--- src/rtl/frame_pkg.sv ---
// Shared definitions for the preamble frame link.
// Holds the FSM state encoding, the default preamble and a counter-width helper.
package frame_pkg;

   typedef enum logic [2:0] {
      IDLE = 3'd0,
      PRE  = 3'd1,
      DATA = 3'd2,
      GAP  = 3'd3,
      DONE = 3'd4
   } state_t;

   localparam logic [3:0] DEFAULT_PREAMBLE = 4'b1010;

   // Wide enough for the longest phase, with headroom so a reload never truncates.
   function automatic int cnt_width(input int pre_w, input int data_w, input int gap_cycles);
      int m;
      m = 2;
      if (pre_w > m)      m = pre_w;
      if (data_w > m)     m = data_w;
      if (gap_cycles > m) m = gap_cycles;
      return $clog2(m) + 1;
   endfunction

endpackage

--- src/rtl/piso_shreg.sv ---
// Parallel-in serial-out shift register, MSB out first.
// Load has priority over shift; zeros are shifted in from the LSB side.
module piso_shreg #(
   parameter int W = 8
) (
   input  logic         clk,
   input  logic         clr,
   input  logic         load,
   input  logic         shift,
   input  logic [W-1:0] din,
   output logic         sout
);

   logic [W-1:0] sreg_reg;

   always_ff @(posedge clk or posedge clr) begin
      if (clr) begin
         sreg_reg <= '0;
      end else if (load) begin
         sreg_reg <= din;
      end else if (shift) begin
         sreg_reg <= sreg_reg << 1;
      end
   end

   assign sout = sreg_reg[W-1];

endmodule

--- src/rtl/preamble_frame_tx.sv ---
// Serial frame transmitter: preamble, payload MSB-first, then idle-zero gap.
// Moore FSM; out/busy/done decode only from registered state and shift registers.
module preamble_frame_tx
   import frame_pkg::*;
#(
   parameter int               DATA_W     = 8,
   parameter int               PRE_W      = 4,
   parameter logic [PRE_W-1:0] PREAMBLE   = PRE_W'(DEFAULT_PREAMBLE),
   parameter int               GAP_CYCLES = 2
) (
   input  logic              clk,
   input  logic              clr,
   input  logic              start,
   input  logic [DATA_W-1:0] data_in,
   output logic              out,
   output logic              busy,
   output logic              done
);

   localparam int CNT_W = cnt_width(PRE_W, DATA_W, GAP_CYCLES);

   localparam logic [CNT_W-1:0] PRE_LOAD  = CNT_W'(PRE_W);
   localparam logic [CNT_W-1:0] DATA_LOAD = CNT_W'(DATA_W);
   localparam logic [CNT_W-1:0] GAP_LOAD  = CNT_W'(GAP_CYCLES);
   localparam logic [CNT_W-1:0] CNT_LAST  = CNT_W'(1);

   state_t           state_reg, state_next;
   logic [CNT_W-1:0] cnt_reg, cnt_next;
   logic             accept;
   logic             pre_shift, data_shift;
   logic             pre_bit, data_bit;

   always_ff @(posedge clk or posedge clr) begin
      if (clr) begin
         state_reg <= IDLE;
         cnt_reg   <= '0;
      end else begin
         state_reg <= state_next;
         cnt_reg   <= cnt_next;
      end
   end

   always_comb begin
      state_next = IDLE;
      cnt_next   = cnt_reg;
      accept     = 1'b0;
      pre_shift  = 1'b0;
      data_shift = 1'b0;
      out        = 1'b0;
      busy       = 1'b0;
      done       = 1'b0;

      case (state_reg)
         IDLE: begin
            if (start) begin
               accept     = 1'b1;
               state_next = PRE;
               cnt_next   = PRE_LOAD;
            end else begin
               state_next = IDLE;
            end
         end

         PRE: begin
            out       = pre_bit;
            busy      = 1'b1;
            pre_shift = 1'b1;
            if (cnt_reg == CNT_LAST) begin
               state_next = DATA;
               cnt_next   = DATA_LOAD;
            end else begin
               state_next = PRE;
               cnt_next   = cnt_reg - CNT_LAST;
            end
         end

         DATA: begin
            out        = data_bit;
            busy       = 1'b1;
            data_shift = 1'b1;
            if (cnt_reg == CNT_LAST) begin
               // A zero-length gap skips straight to the completion pulse.
               if (GAP_CYCLES > 0) begin
                  state_next = GAP;
                  cnt_next   = GAP_LOAD;
               end else begin
                  state_next = DONE;
                  cnt_next   = '0;
               end
            end else begin
               state_next = DATA;
               cnt_next   = cnt_reg - CNT_LAST;
            end
         end

         GAP: begin
            busy = 1'b1;
            if (cnt_reg == CNT_LAST) begin
               state_next = DONE;
               cnt_next   = '0;
            end else begin
               state_next = GAP;
               cnt_next   = cnt_reg - CNT_LAST;
            end
         end

         DONE: begin
            done = 1'b1;
            if (start) begin
               accept     = 1'b1;
               state_next = PRE;
               cnt_next   = PRE_LOAD;
            end else begin
               state_next = IDLE;
               cnt_next   = '0;
            end
         end

         default: begin
            state_next = IDLE;
            cnt_next   = '0;
         end
      endcase
   end

   piso_shreg #(.W(PRE_W)) u_pre_shreg (
      .clk   (clk),
      .clr   (clr),
      .load  (accept),
      .shift (pre_shift),
      .din   (PREAMBLE),
      .sout  (pre_bit)
   );

   piso_shreg #(.W(DATA_W)) u_data_shreg (
      .clk   (clk),
      .clr   (clr),
      .load  (accept),
      .shift (data_shift),
      .din   (data_in),
      .sout  (data_bit)
   );

endmodule

--- config.mk ---
export PLATFORM = sky130hd
export DESIGN_NAME = preamble_frame_tx
export DESIGN_NICKNAME = d
export VERILOG_FILES = /design/src/rtl/frame_pkg.sv /design/src/rtl/piso_shreg.sv /design/src/rtl/preamble_frame_tx.sv
export SDC_FILE = /design/constraint.sdc
export NUM_CORES = 1
export LEC_CHECK = 0
export BUFFER_PORTS_ARGS = -buffer_cell sky130_fd_sc_hd__buf_2
export CAP_MARGIN = 5
export CORE_MARGIN = 2
export CORE_UTILIZATION = 49
export CTS_CLUSTER_SIZE = 25
export DETAILED_ROUTE_END_ITERATION = 10
export GPL_TIMING_DRIVEN = 1
export PLACE_DENSITY = 0.76
export SETUP_SLACK_MARGIN = 0.2
export SLEW_MARGIN = 40
export SYNTH_ARGS = -nofsm -noshare
export SYNTH_HDL_FRONTEND = slang
export SYNTH_SLANG_ARGS = --single-unit
--- constraint.sdc ---
create_clock -name clk -period 1.45 [get_ports clk]
set_input_delay 0.435 -clock clk [delete_from_list [all_inputs] [get_ports clk]]
set_output_delay 0.435 -clock clk [all_outputs]
set_load 0.05 [all_outputs]
**After elaboration in Yosys (flattened, before gate mapping)**

Cells that the tools add are included.

- Flip-flop bits (word level): 19
- Input port bits: 11
- Output and inout port bits: 3
- Word-level logic and storage cells: 38

- Add/subtract/negate cells: 1
- Equal/unequal tests: 6
- Muxes and demuxes: 22
- Reduce and logical (&&, ||, !) cells: 5

Operators by type and width:

| operator | count |
|---|---|
| 4-bit two-way mux | 6 |
| 4-bit case mux with 5 select lines | 1 |
| 8-bit two-way mux | 2 |
| 3-bit case mux with 4 select lines | 1 |
| 1-bit two-way mux | 8 |
| 3-bit by 2-bit == test with 1-bit output, second input constant | 2 |
| 3-bit two-way mux | 2 |
| 4-bit by 1-bit == test with 1-bit output, second input constant | 1 |
| 2-bit nonzero test | 2 |
| 4-bit by 1-bit subtractor with 4-bit output, second input constant | 1 |
| 3-bit by 1-bit == test with 1-bit output, second input constant | 1 |
| 3-bit == test, second input constant | 1 |
| 3-bit zero test | 1 |
| 3-bit OR reduction | 1 |
| 2-bit two-way mux | 1 |
| 2-bit != test, second input constant | 1 |
| 1-bit case mux with 2 select lines | 1 |
| 2-bit OR reduction | 1 |

**Longest topological paths before layout**

- Depth after elaboration: 4
- Depth in mapped cells: 6
- Depth with buffers taken out: 6

**Hierarchy**

Synthesis repeated with hierarchy kept, for this count alone.

- Cell total of the unflattened synthesis: 103
- Area, all modules: 1,009.7 µm²

Modules (own cells, without submodules):

| module | times used | cells an instance | area an instance (µm²) | seq. area each (µm²) |
|---|---|---|---|---|
| preamble_frame_tx | 1 | 51 | 461.7 | 175.2 |
| piso_shreg (u_data_shreg) | 1 | 35 | 372.9 | 200.2 |
| piso_shreg (u_pre_shreg) | 1 | 17 | 175.2 | 100.1 |

**Least setup slack after synthesis**

Ideal clock, no wire load.

- Path kind: register to output
- Start: register state_reg[0]
- End: output done
- Arrival: 1.779 ns
- Required time: 1.015 ns
- Path slack: -0.764 ns
- Cell stages (with the launch flop): 4
- Buffers on the path: 2
- Path through: dfrtp_1 -> buf_2 -> clkbuf_1 -> nor3_1

- Cells in the longest elaborated chain, start to end: 2

RTL lines:

| what | line | RTL |
|---|---|---|
| start: declaration | preamble_frame_tx.sv:27 | `state_t state_reg, state_next;` |
| start signal: assignment | preamble_frame_tx.sv:38 | `state_reg <= state_next;` |
| 3-bit == test | preamble_frame_tx.sv:53 | `case (state_reg)` |
| 1-bit two-way mux | preamble_frame_tx.sv:53 |  |
| end: declaration | preamble_frame_tx.sv:17 | `output logic done` |

Every way passes these cells.

**Final worst setup path**

- Start: register state_reg[0]
- End: output out

- Cells in the longest elaborated chain, start to end: 2
- Elaborated cells on any way between the ends: 3

RTL lines:

| what | line | RTL |
|---|---|---|
| 3-bit by 2-bit == test with 1-bit output or 3-bit by 1-bit == test with 1-bit output (tied branches) | preamble_frame_tx.sv:53 |  |
| 1-bit case mux with 2 select lines (*) | preamble_frame_tx.sv:53 |  |
| end: declaration | preamble_frame_tx.sv:15 | `output logic out,` |

Every way passes the cells marked *; elsewhere a longest branch is shown, timed or not.

==> flow_metrics.tcl <==
set metrics [dict create \
    avgViaCountPerCell 6.17 \
    post-route-min-period_ns 1.75 \
    diode_insertion_count_for_antenna_repair 0 \
    finalSetupViolCount 15 \
    launch_point_of_the_worst_reg_to_reg_path "state_reg[1]" \
    wirelength_mm 3.43 \
    antenna_violations_before_repair 0 \
    gr-usage-all-layers_pct 27.2 \
    yosysSeqAreaShare_pct 47.7 \
    grt_pass1_vias 960 \
    chain_of_cells_forming_the_critical_path "nand2_2, o22a_1, nor2_4, buf_8" \
    fp-row-count 15 \
    die-height_um 47.9 \
    critPathTopFamily "flip-flops" \
    worst-slew-pin-transition_ns 0.351 \
    netlist_instances 105 \
    grt-ovfl-total 0 \
    buffers_on_ports 13 \
    critical_path_peak_fanout 5 \
    reg2reg_slack_ns -0.21 \
    first_pass_iters 4 \
    layout.core_utilization_pct 86.8 \
    final_count_of_hold_timing_violations 0 \
    cp.depth 4 \
    drt.antenna.violating_nets 0 \
    detailedPlace.worstSlack_ns -0.0354 \
    clock-skew-final_ns 0.00759 \
    p_leak_nw 0.711 \
    cts_root_buf "clkbuf_4" \
    post-route-period-util_pct 121 \
    tritoncts "built" \
    worst-endpoint-required_ns 1.02 \
    timing.max_slew.rel_slack_pct 76.4 \
    grt_setup_unrepaired "true" \
    synthDistinctLibCells 25 \
    clockBufferDepth 2 \
    setup.worst_path.end "out" \
    worst_setup_path_start_kind "flop" \
    route.detailed.drc 0 \
    dp.final_hpwl_mm 1.60 \
    routabilityCongestion 0.828 \
    num-fill-cells 99 \
    critical_path.n_buffers_inverters 1 \
    crit_path_top_delay_cell "dfrtp_2" \
    clk_pin_slew_worst_setup_hold_paths_ns 0.12 \
    drv_cap 0 \
    tritoncts.num_buffers 3 \
    largest_register_ff_count 8 \
    clock_sinks 18 \
    synth_area_um2 945 \
    power-per-cell-area_nw_per_um2 2200 \
    initialDrtViolationCount 45 \
    violated_checks "setup timing" \
    timing.fmax_mhz 570 \
    ys_ff_latch 18 \
    floorplan.initialDensity_pct 53.5 \
    status "finished with violations" \
    via_count 1049 \
    arrival_ns 1.32 \
    boundaryPins 14 \
    grt_max_degree 19 \
    wl_per_cell_um 20.2 \
    fin_nets 159 \
    pnr_worst_setup_slack_ns -0.303 \
    report.final.slew_viol_count 0 \
    chipWidth_um 47.9 \
    wire_length_of_the_first_global_routing_pass_mm 4.25 \
    critical_path.reg2reg.endpoint "cnt_reg[3]" \
    layout_common_cells "nand2_1 (17), buf_4 (17), dfrtp_1 (15), buf_6 (13), buf_2 (10)" \
    drive_gt1_share_pct 55.2 \
    hp-class "primary input to async pin" \
    path_class "flop to output pin" \
    syn_nets 118 \
    dieArea_um2 2290 \
    area_delta_synth_final_pct 62.1 \
    postPlaceCellArea_um2 1180 \
    finished_cell_area_um2 1530 \
    reg2reg_depth 6 \
    hold_ws_ns 0.123 \
    synth_warnings 0 \
    crit_path_end_kind "output pin" \
    vdd_ir_drop_max_mv 1.45 \
    core_area_um2 1760 \
    worst_skew_pair.late_latency_ns 0.31 \
    critPathLaunch "state_reg[0]" \
    worst_path_largest_cell_delay_ns 0.46 \
    avgSynthCellArea_um2 9.00 \
    cts_htree_levels 1 \
]
==> timing repair <==
item                                   CTS  global route
setup endpoints to repair               18            21
endpoints found under the hold margin    0             0
gates resized for setup                 30            26
setup buffers                           13             2
hold buffers                             0             0
pin swaps                               12            17
==> cell usage after synthesis <==
| cell | instances | share of area [%] |
|---|---|---|
| a21oi_1 | 6 | 3.2 |
| dfrtp_1 | 18 | 48 |
| nor3b_2 | 1 | 1.3 |
| nor3_1 | 4 | 2.1 |
| nor2b_1 | 3 | 2.0 |
| ha_1 | 2 | 2.6 |
| or3_1 | 1 | 0.66 |
| and3_1 | 1 | 0.66 |
| a21oi_2 | 1 | 0.93 |
| a22oi_1 | 1 | 0.79 |
| buf_2 | 4 | 2.1 |
| o22a_1 | 1 | 0.93 |
| nor4b_1 | 1 | 0.93 |
| xor2_1 | 1 | 0.93 |
| nor2_1 | 11 | 4.4 |
| o21ai_0 | 8 | 4.2 |
| clkbuf_1 | 2 | 0.79 |
| nand3b_1 | 1 | 0.79 |
| nor3b_4 | 1 | 2.0 |
| a32o_1 | 2 | 2.1 |
| a32oi_1 | 7 | 6.5 |
| nand2_1 | 19 | 7.5 |
| or4_1 | 1 | 0.79 |
| inv_1 | 6 | 2.4 |
| a211oi_1 | 2 | 1.6 |
==> logic make-up (layout without fill, tap and decap cells) <==
group                    after synthesis  after routing  synth area share, %
AO/OA/AOI/OAI                         28             28                 20.3
AND/OR/NAND/NOR                       44             44                 23.2
XOR/XNOR                               1              1                0.927
buffers and inverters                 12             52                 5.30
adder cells (fa/ha/maj)                2              2                 2.65
flip-flops                            18             18                 47.7
==> report_power, final <==
part | internal [mW] | switching (mW) | total (mW)
registers | 0.726 | 0.256 | 0.982
clock network | 0.153 | 0.177 | 0.331
logic | 0.992 | 1.06 | 2.05
==> metal layers <==
layer | routed length, µm | part of all wire [%] | global-route usage (%)
met1 | 1270 | 37 | 30.8
met2 | 1770 | 51 | 51.5
met3 | 213 | 6.2 | 6.42
met4 | 181 | 5.3 | 5.41
met5 | 0 | 0 | 0
==> tightest hold or removal path, delay by kind of cell <==
family | cells | cell delay, ns
buffers and inverters | 3 | 0.40
==> final cells by class <==
class                      instances  area, µm²  area share, %
timing repair buffer              42        359           23.4
sequential                        18        454           29.7
inverter                           6       22.5           1.47
tap                               25       31.3           2.04
multi-input combinational         75        628           41.0
clock buffer                       4       36.3           2.37
==> worst min path at each step <==
stage | from | to
3_5_place_dp | clr | u_data_shreg.sreg_reg[6]
3_3_place_gp | clr | u_data_shreg.sreg_reg[7]
5_1_grt | clr | state_reg[1]
6_report | clr | state_reg[1]
2_1_floorplan | clr | cnt_reg[0]
4_1_cts | clr | u_data_shreg.sreg_reg[6]
==> metrics by stage <==
| step | setup TNS (ns) | instances | power, mW |
|---|---|---|---|
| floorplan | -0.217 | 105 | 1.82 |
| global placement | -0.0231 | 151 | 2.12 |
| detailed placement | -0.0622 | 151 | 2.18 |
| CTS | -0.705 | 168 | 2.85 |
| global route | -2.18 | 170 | 3.50 |
| finish | -1.68 | 170 | 3.36 |
No activity file was read; power rests on OpenSTA's default activity.
